## config.mk

```make
export PLATFORM = sky130hd
export DESIGN_NAME = uart_tx_scheduler
export DESIGN_NICKNAME = d
export VERILOG_FILES = /design/src/rtl/uart_tx_scheduler.sv
export SDC_FILE = /design/constraint.sdc
export NUM_CORES = 1
export LEC_CHECK = 0
export CELL_PAD_IN_SITES_DETAIL_PLACEMENT = 1
export CELL_PAD_IN_SITES_GLOBAL_PLACEMENT = 1
export CORE_ASPECT_RATIO = 0.9
export CORE_MARGIN = 2
export CORE_UTILIZATION = 41
export DETAILED_ROUTE_END_ITERATION = 16
export GPL_TIMING_DRIVEN = 0
export MAX_ROUTING_LAYER = met4
export PLACE_DENSITY_LB_ADDON = 0.1
export REMOVE_ABC_BUFFERS = 1
export SLEW_MARGIN = 20
export SYNTH_ARGS = -nofsm -noshare
export SYNTH_HDL_FRONTEND = slang
export SYNTH_SLANG_ARGS = --single-unit
```

## constraint.sdc

```tcl
create_clock -name clk -period 4.3 [get_ports clk]
set_input_delay 0.645 -clock clk [delete_from_list [all_inputs] [get_ports clk]]
set_output_delay 0.645 -clock clk [all_outputs]
set_load 0.05 [all_outputs]
```

## src/rtl/uart_tx_scheduler.sv

```systemverilog
// Game-state broadcast scheduler: snapshots the fields on frame_tick and streams six
// tagged 16-bit words (12 bytes, high byte first) over a valid/ready byte interface.
module uart_tx_scheduler #(
  parameter int          BYTE_GAP     = 0,
  parameter logic [11:0] SYNC_PAYLOAD = 12'h000
) (
  input  logic        clk,
  input  logic        rst,
  input  logic        frame_tick,
  input  logic [11:0] pl1_posx,
  input  logic [11:0] pl1_posy,
  input  logic [11:0] ball_posx,
  input  logic [11:0] ball_posy,
  input  logic [3:0]  pl1_score,
  input  logic [3:0]  pl2_score,
  input  logic        flag_point,
  input  logic        end_game,
  output logic [7:0]  tx_data,
  output logic        tx_valid,
  input  logic        tx_ready,
  output logic        busy,
  output logic [7:0]  overrun_cnt
);

  typedef enum logic [1:0] {IDLE, SEND_HI, SEND_LO, GAP} state_t;

  typedef struct packed {
    logic [11:0] pl1_posx;
    logic [11:0] pl1_posy;
    logic [11:0] ball_posx;
    logic [11:0] ball_posy;
    logic [11:0] status;
  } snap_t;

  localparam bit         HAS_GAP  = (BYTE_GAP > 0);
  localparam logic [7:0] GAP_LOAD = 8'(BYTE_GAP - 1);
  localparam logic [2:0] LAST_IDX = 3'd5;

  state_t      state_q, state_d;
  logic [2:0]  idx_q, idx_d;
  logic        next_lo_q, next_lo_d;
  logic        frame_end_q, frame_end_d;
  logic [7:0]  gap_cnt_q, gap_cnt_d;
  snap_t       snap_q, snap_d;
  logic        pending_q, pending_d;
  logic [7:0]  overrun_q, overrun_d;
  logic [7:0]  tx_data_q, tx_data_d;
  logic        tx_valid_q, tx_valid_d;

  snap_t       snap_in;
  logic        busy_tick;
  logic        restart;
  logic        go_next;
  logic        present;

  function automatic logic [15:0] word_of(input snap_t s, input logic [2:0] idx);
    logic [15:0] w;
    case (idx)
      3'd1:    w = {4'h1, s.pl1_posx};
      3'd2:    w = {4'h2, s.pl1_posy};
      3'd3:    w = {4'h3, s.ball_posx};
      3'd4:    w = {4'h4, s.ball_posy};
      3'd5:    w = {4'h5, s.status};
      default: w = {4'hF, SYNC_PAYLOAD};
    endcase
    return w;
  endfunction

  function automatic logic [7:0] byte_of(input snap_t s, input logic [2:0] idx, input logic lo);
    logic [15:0] w;
    w = word_of(s, idx);
    return lo ? w[7:0] : w[15:8];
  endfunction

  assign snap_in = {pl1_posx, pl1_posy, ball_posx, ball_posy,
                    pl1_score, pl2_score, 2'b00, flag_point, end_game};

  always_ff @(posedge clk or posedge rst) begin
    if (rst) begin
      state_q     <= IDLE;
      idx_q       <= 3'd0;
      next_lo_q   <= 1'b0;
      frame_end_q <= 1'b0;
      gap_cnt_q   <= 8'd0;
      snap_q      <= '0;
      pending_q   <= 1'b0;
      overrun_q   <= 8'd0;
      tx_data_q   <= 8'd0;
      tx_valid_q  <= 1'b0;
    end else begin
      state_q     <= state_d;
      idx_q       <= idx_d;
      next_lo_q   <= next_lo_d;
      frame_end_q <= frame_end_d;
      gap_cnt_q   <= gap_cnt_d;
      snap_q      <= snap_d;
      pending_q   <= pending_d;
      overrun_q   <= overrun_d;
      tx_data_q   <= tx_data_d;
      tx_valid_q  <= tx_valid_d;
    end
  end

  always_comb begin
    state_d     = state_q;
    idx_d       = idx_q;
    next_lo_d   = next_lo_q;
    frame_end_d = frame_end_q;
    gap_cnt_d   = gap_cnt_q;
    snap_d      = snap_q;
    pending_d   = pending_q;
    overrun_d   = overrun_q;
    tx_data_d   = tx_data_q;
    tx_valid_d  = tx_valid_q;
    restart     = 1'b0;
    go_next     = 1'b0;
    present     = 1'b0;

    // One tick may be queued behind the running frame; further ones are counted as lost.
    busy_tick = frame_tick && (state_q != IDLE);
    if (busy_tick) begin
      if (pending_q) begin
        if (overrun_q != 8'hFF) overrun_d = overrun_q + 8'd1;
      end else begin
        pending_d = 1'b1;
      end
    end

    case (state_q)
      IDLE: begin
        if (frame_tick) begin
          restart = 1'b1;
          present = 1'b1;
        end
      end
      SEND_HI: begin
        if (tx_ready) begin
          next_lo_d = 1'b1;
          go_next   = 1'b1;
        end
      end
      SEND_LO: begin
        if (tx_ready) begin
          if (idx_q == LAST_IDX) begin
            if (pending_q || frame_tick) begin
              restart = 1'b1;
              go_next = 1'b1;
            end else if (HAS_GAP) begin
              frame_end_d = 1'b1;
              go_next     = 1'b1;
            end else begin
              state_d    = IDLE;
              tx_valid_d = 1'b0;
            end
          end else begin
            idx_d     = idx_q + 3'd1;
            next_lo_d = 1'b0;
            go_next   = 1'b1;
          end
        end
      end
      GAP: begin
        if (gap_cnt_q != 8'd0) begin
          gap_cnt_d = gap_cnt_q - 8'd1;
        end else if (frame_end_q) begin
          // Trailing gap finished: a tick seen meanwhile starts the next frame now.
          if (pending_q || frame_tick) begin
            restart = 1'b1;
            present = 1'b1;
          end else begin
            state_d = IDLE;
          end
        end else begin
          present = 1'b1;
        end
      end
      default: state_d = IDLE;
    endcase

    if (restart) begin
      snap_d      = snap_in;
      pending_d   = 1'b0;
      idx_d       = 3'd0;
      next_lo_d   = 1'b0;
      frame_end_d = 1'b0;
    end

    if (go_next && HAS_GAP) begin
      state_d    = GAP;
      tx_valid_d = 1'b0;
      gap_cnt_d  = GAP_LOAD;
    end else if (go_next || present) begin
      tx_valid_d = 1'b1;
      tx_data_d  = byte_of(snap_d, idx_d, next_lo_d);
      state_d    = next_lo_d ? SEND_LO : SEND_HI;
    end
  end

  always_comb begin
    tx_data     = tx_data_q;
    tx_valid    = tx_valid_q;
    busy        = (state_q != IDLE);
    overrun_cnt = overrun_q;
  end

endmodule

```

==> results of run 1 <==
[cell type report]
type / instances / area, µm² / share of cell area
Clock buffer: 15 / 268 / 0.0447
Clock inverter: 1 / 30.0 / 0.00501
Inverter: 18 / 72.6 / 0.0121
Multi-Input combinational cell: 405 / 2260 / 0.377
Sequential cell: 92 / 2300 / 0.384
Tap cell: 156 / 195 / 0.0326
Timing Repair Buffer: 83 / 866 / 0.144
[power by group]
group / leakage [µW] / switching, µW / internal (µW)
clock network: 0.000144 / 332 / 484
logic: 0.00143 / 1020 / 586
registers: 0.00116 / 235 / 1200
[through the flow]
step | area (µm²) | utilization | cells | setup TNS [ps]
after global placement | 5600 | 0.493 | 750 | -99560
after CTS | 5990 | 0.529 | 770 | 0
final | 5990 | 0.529 | 770 | 0
after global routing | 5990 | 0.529 | 770 | 0
after detailed placement | 5700 | 0.502 | 754 | 0
after floorplan | 4610 | - | 515 | 0
[tightest hold or removal path: stages (launching register included)]
cell and delay [ps]:
dfrtp_1 340, nand2_1 50, nand2_1 60
[state kept, by name, summed over array words and instances, names as in the netlist]
| name | cells |
|---|---|
| snap_q | 60 |
| gap_cnt_q | 8 |
| overrun_cnt | 8 |
| tx_data | 8 |
| idx_q | 3 |
| state_q | 2 |
| next_lo_q | 1 |
| pending_q | 1 |
| tx_valid | 1 |
[metal layers]
| metal | vias to the layer above | GRT usage | part of all wire |
|---|---|---|---|
| met5 | - | - | 0 |
| met4 | 0 | 0.0563 | 0.0098 |
| met3 | 11 | 0.0564 | 0.048 |
| met2 | 81 | 0.356 | 0.47 |
| met1 | 2038 | 0.322 | 0.47 |
| li1 | 1987 | - | - |
[worst max path at each step]
stage / slack [ps] / cells after the start / start / end
floorplan: 140 / 7 / idx_q[0] / tx_data[1]
CTS: 960 / 9 / idx_q[0] / tx_data[5]
finish: 990 / 9 / idx_q[0] / tx_data[5]
detailed placement: 730 / 9 / tx_ready / tx_data[5]
global route: 760 / 9 / idx_q[0] / tx_data[5]
global placement: -1610 / 7 / tx_ready / tx_data[3]
[cells by family after synthesis]
| group | Yosys count |
|---|---|
| muxes | 5 |
| and+or+nand+nor | 264 |
| AOI/OAI and AO/OA | 113 |
| adders and majority gates | 9 |
| xor gates and xnor gates | 14 |
| DFF | 92 |
| buffers and inverters | 43 |
[cells in the final DEF, fill, tap and decap left out, types with 3 or more instances in the layout]
master           count
a32o_1               3
and3_1               9
clkbuf_1             4
xnor2_1             12
o21ai_0             39
nand4_1              3
o31ai_1              8
clkdlybuf4s50_1     79
ha_1                 9
inv_1               16
nor3_1               5
and2_1               5
nand3_1             10
o221ai_1             3
nor3b_1              4
a211oi_2             3
a221o_1              3
o32ai_1              3
clkbuf_16            9
a31oi_1              5
a21oi_1             18
a211oi_1             5
nor2_1              13
nor4_1               5
dfrtp_1             92
nand2_1            183
o211ai_1             4
or3_1                4
==> results.txt, run 1 <==
Root Driver = clkbuf_16
total number of yosys warnings = 0
Critical Path RT = 4570 ps
count of cell types in the netlist = 65
mux cell area share after synthesis = 0.0129
r2r setup slk = 990 ps
RSZ-0062 raised after global routing = false
max-cap violation count = 0
total CTS buffers = 9
Synth Area in Simple Gates = 0.250
Die W = 117 µm
routed vias/inst = 5.35
Tcrit/Tclk final = 0.770
Hold Fails Final Rpt = 0
Reg2Reg Depth = 9
Max Clk Rate = 302 MHz
most common cell in the synthesized netlist = nand2_1
htree depth = 3
Layout area overhead = 26.6%
TritonRoute pass-1 iters = 4
Starting Density = 0.418
Yosys top cell by area = dfrtp_1
Initial DRC Count = 216
DRC errors left = 0
largest family of logic cells by synthesized area = simple AND/OR/NAND/NOR gates
grt total ovfl = 0
CTS clk-pin slew, worst paths = 60 ps
Setup crit end kind = flip-flop
Cell Rows = 37
worst skew pair latency = 350 ps
fraction of the mapped netlist area in adder cells = 0.0238
largest cells by area after synthesis = dfrtp_1 (49%), nand2_1 (15%), o21ai_0 (4.1%), ha_1 (2.4%), xnor2_1 (2.2%)
Post-DRT Antenna Nets = 0
data arrival time of the critical path = 3580 ps
Async SR Flop Fraction = 1.00
hold depth = 2
final WL = 13.4 mm
Place WS = 732 ps
post-synthesis cell count = 540
final slew viol count = 0
Hold EP = snap_q[12]
Seq cells post-synth = 92
Post-CTS Setup Bufs = 0
Slew @ Worst Pin = 883 ps
routability cong. = 0.832
fillcell total = 1325
most instantiated cells after synthesis = nand2_1 (183), dfrtp_1 (92), o21ai_0 (39), a21oi_1 (18), inv_1 (17)
reg-to-reg startpoint = idx_q[0]
# IOs = 80
register area share after synthesis = 0.486
Post-Syn Area = 4740 µm²
crit path cell chain = ha_1 > and4_4 > nor2_2 > or2_4 > nand2_2 > inv_2 > and4_4 > o31ai_1 > a41oi_1
clock skew = 7.58 ps
core region area = 11300 µm²
buffers and inverters on the worst path = 1
# port buffers = 79
peak supply drop = 0.000348 V
path type of the worst setup path = flip-flop to flip-flop
hold_buf cts = 0
Slowest cell on crit path = or2_4
Max Root-Sink Buffers = 2
worst reg2reg endpoint = tx_data[5]
Synth Area per Inst = 8.77 µm²
Worst Path Max Fanout = 66
DIE HEIGHT = 106 µm
Worst Hold Class = flip-flop to flip-flop
top-area cell type share of the netlist area = 0.486
crit path time final = 3310 ps
crit-path most repeated cell = and4_4
first-pass GRT wire length = 21.8 mm
DR WL/cell = 17.4 µm
Synth Area in Compound Gates = 0.161
share of cells above drive strength 1 = 0.0684
power per cell area = 644 nW/µm²
setup ws final = 989 ps
start point of the worst hold path = snap_q[12]
# setup viols final = 0
Critical Path Source Type = flip-flop
critical path's top delay family = simple AND/OR/NAND/NOR gates
vias in the first global route = 4193
Most used DFF post-synth = dfrtp_1
vias = 4117
GRT Total Usage = 0.236
diode count = 0
Tot Pwr = 3860 µW
initial antenna violation count = 0
Worst path max stage delay = 660 ps
max_slew headroom = 0.410
CTS tree = built
pin count of the biggest net entering global routing = 67
die area = 12400 µm²
hold_ws = 474 ps
nets = 680
PostCTS Resize Cnt = 0
Leak = 0.00273 µW
Post-synth EDFFs = 0
CTS Sinks = 92
Post-Synth XOR/XNOR Area = 0.0259
Final HPWL DP = 9.59 mm
status = completed
Note: power is estimated with default switching activity, not from simulation.
==> inputs of run 2 (changes only) <==
--- a/config.mk
+++ b/config.mk
@@ -9,7 +9,7 @@
 export CELL_PAD_IN_SITES_GLOBAL_PLACEMENT = 1
 export CORE_ASPECT_RATIO = 0.9
 export CORE_MARGIN = 2
-export CORE_UTILIZATION = 41
+export CORE_UTILIZATION = 40
 export DETAILED_ROUTE_END_ITERATION = 16
 export GPL_TIMING_DRIVEN = 0
 export MAX_ROUTING_LAYER = met4
==> constraint.sdc (replaced) <==
create_clock -name clk -period 3.35 [get_ports clk]
set_input_delay 0.5025 -clock clk [delete_from_list [all_inputs] [get_ports clk]]
set_output_delay 0.5025 -clock clk [all_outputs]
set_load 0.05 [all_outputs]
==> run 2 against run 1 <==
  * Register-to-register slack got worse by 660 ps
  * Highest routed layer unchanged
  * Final cell count did not move
  * Sequential power rose by 29%
  * Non-clock buffer count did not move
==> results.txt, run 2 (synthesis gave the netlist of run 1 again) <==
Reg power frac = 0.375 (+0.003)
diode count = 0 (unchanged)
CTS clk-pin slew, worst paths = 60 ps (about the same)
Worst Hold Class = flip-flop to flip-flop
routability cong. = 0.832 (about the same)
grt met2 use = 0.367 (+0.0107)
Tcrit/Tclk final = 0.901 (+0.131)
GRT met1 Usage = 0.293 (-0.0295)
most common cell after layout, fill and taps aside = nand2_1
GRT Max-Usage Layer = met2
CTS tree = built
core occupancy in the finished layout = 0.522 (-0.00628)
share of cells above drive strength 1 = 0.0700 (+0.00163)
Cell Rows = 37 (unchanged)
DRC errors left = 0 (unchanged)
clock skew = 6.24 ps (-1.34 ps)
DIE HEIGHT = 107 µm (+1.2%)
vias = 4118 (+0.024%)
routed vias/inst = 5.35 (about the same)
grt total ovfl = 0 (unchanged)
Root Driver = clkbuf_16
DR WL/cell = 17.6 µm (+0.99%)
Slew @ Worst Pin = 837 ps (-46.1 ps)
P_int = 2890 µW (+28%)
crit path time final = 3020 ps (-292 ps)
worst skew pair latency = 350 ps (about the same)
Leak = 0.00273 µW (about the same)
Die W = 119 µm (+1.2%)
max_slew headroom = 0.438 (+0.0280)
# IOs = 80 (unchanged)
pin count of the biggest net entering global routing = 67 (unchanged)
path type of the worst setup path = flip-flop to flip-flop
Layout area overhead = 26.6% (about the same)
first-pass GRT wire length = 22.2 mm (+2.1%)
Critical Path Source Type = flip-flop
Worst Path Max Fanout = 33 (-50%)
# port buffers = 79 (unchanged)
total CTS buffers = 9 (unchanged)
RSZ-0062 raised after global routing = false
Initial DRC Count = 198 (-8.3%)
GRT met3 Usage = 0.0505 (-0.00591)
die area = 12700 µm² (+2.4%)
GRT Total Usage = 0.229 (-0.00650)
Post-DRT Antenna Nets = 0 (unchanged)
power share of the clock group = 0.204 (-0.007)
Setup crit end kind = flip-flop
Final HPWL DP = 9.50 mm (-0.97%)
Psw = 2030 µW (+28%)
data arrival time of the critical path = 3290 ps (-290 ps)
Biggest register = snap_q
final WL = 13.6 mm (+0.99%)
PostCTS Resize Cnt = 0 (unchanged)
htree depth = 3 (unchanged)
core region area = 11500 µm² (+1.2%)
power per cell area = 821 nW/µm² (+28%)
Max Clk Rate = 331 MHz (+9.7%)
TritonRoute pass-1 iters = 4 (unchanged)
final slew viol count = 0 (unchanged)
most frequent cells in the layout = nand2_1 (183), dfrtp_1 (92), clkdlybuf4s50_1 (79)
Hold Fails Final Rpt = 0 (unchanged)
Critical Path RT = 3620 ps (-950 ps)
Max Root-Sink Buffers = 2 (unchanged)
setup ws final = 330 ps (-658 ps)
initial antenna violation count = 0 (unchanged)
vias in the first global route = 4437 (+5.8%)
switching share of power = 0.412 (+0.000559)
peak supply drop = 0.000391 V (+12%)
Starting Density = 0.412 (-0.00505)
# setup viols final = 0 (unchanged)
Place WS = -52.1 ps (-784 ps)
status = completed
CTS Sinks = 92 (unchanged)
Largest register FFs = 60 (unchanged)
max-cap violation count = 0 (unchanged)
Comb pwr share = 0.422 (+0.005)
nets = 681 (+0.15%)
## run 2: cell types whose count changed in the layout (fill, tap and decap cells not counted)
cell / previous run / this run
buf_16: 1 / 2
clkbuf_1: 4 / 3
or2_2: 2 / 3
clkinv_2: 0 / 1
clkbuf_8: 2 / 1
buf_12: 2 / 1
## run 2: stage by stage
stage               total power [µW]  TNS, ps  hold WS, ps  instances  instance area (µm²)
finish                          4920        0          475        770                 6000
global route                    5280        0          491        770                 6000
CTS                             4950        0          474        769                 5990
detailed placement              3920    -77.2          458        754                 5700
global placement                3790  -232750          453        750                 5600
floorplan                       3160   -30420          437        515                 4610
## run 2: worst paths after layout
kind,startpoint,depth (start not counted),slack [ps],end
max,idx_q[0],9,330,tx_data[5]
max in group asynchronous,rst,3,2240,snap_q[10]
min,snap_q[29],2,470,snap_q[29]
min in group asynchronous,rst,2,530,overrun_cnt[0]
min reg2reg,snap_q[29],2,470,snap_q[29]
max reg2reg,idx_q[0],9,330,tx_data[5]
## run 2: final cells by class
class | count | area (µm²)
timing repair buffer | 83 | 873
clock buffer | 13 | 250
sequential | 92 | 2300
multi-input combinational | 406 | 2270
tap | 156 | 195
clock inverter | 2 | 35.0
inverter | 18 | 72.6
fill | 1395 | 5490
## run 2: what timing repair did
action | in CTS | in global routing
setup endpoints to repair | 0 | 5
buffers inserted | 0 | 0
hold buffers | 0 | 0
## run 2: power groups by stage
stage	Combinational [µW]	Sequential [µW]	Clock, µW
floorplan	1190	1960	0
global placement	1950	1830	0
detailed placement	2060	1850	0
CTS	2080	1840	1030
global route	2300	1900	1080
finish	2080	1840	1000
## run 2: worst max-delay path, cell delays in order, from the launching register on
cell	delay (ps)
dfrtp_1	570
ha_1	390
and4_4	260
nor2_2	300
or2_4	480
nand2_2	210
inv_2	170
and4_4	270
o31ai_1	80
a41oi_1	210
## run 2: layer usage
layer / share of wire / routed length, µm / vias to the layer above
met4: 0.013 / 174 / 0
li1: - / - / 1987
met1: 0.47 / 6390 / 2052
met5: 0 / 0 / -
met3: 0.035 / 475 / 14
met2: 0.48 / 6520 / 65
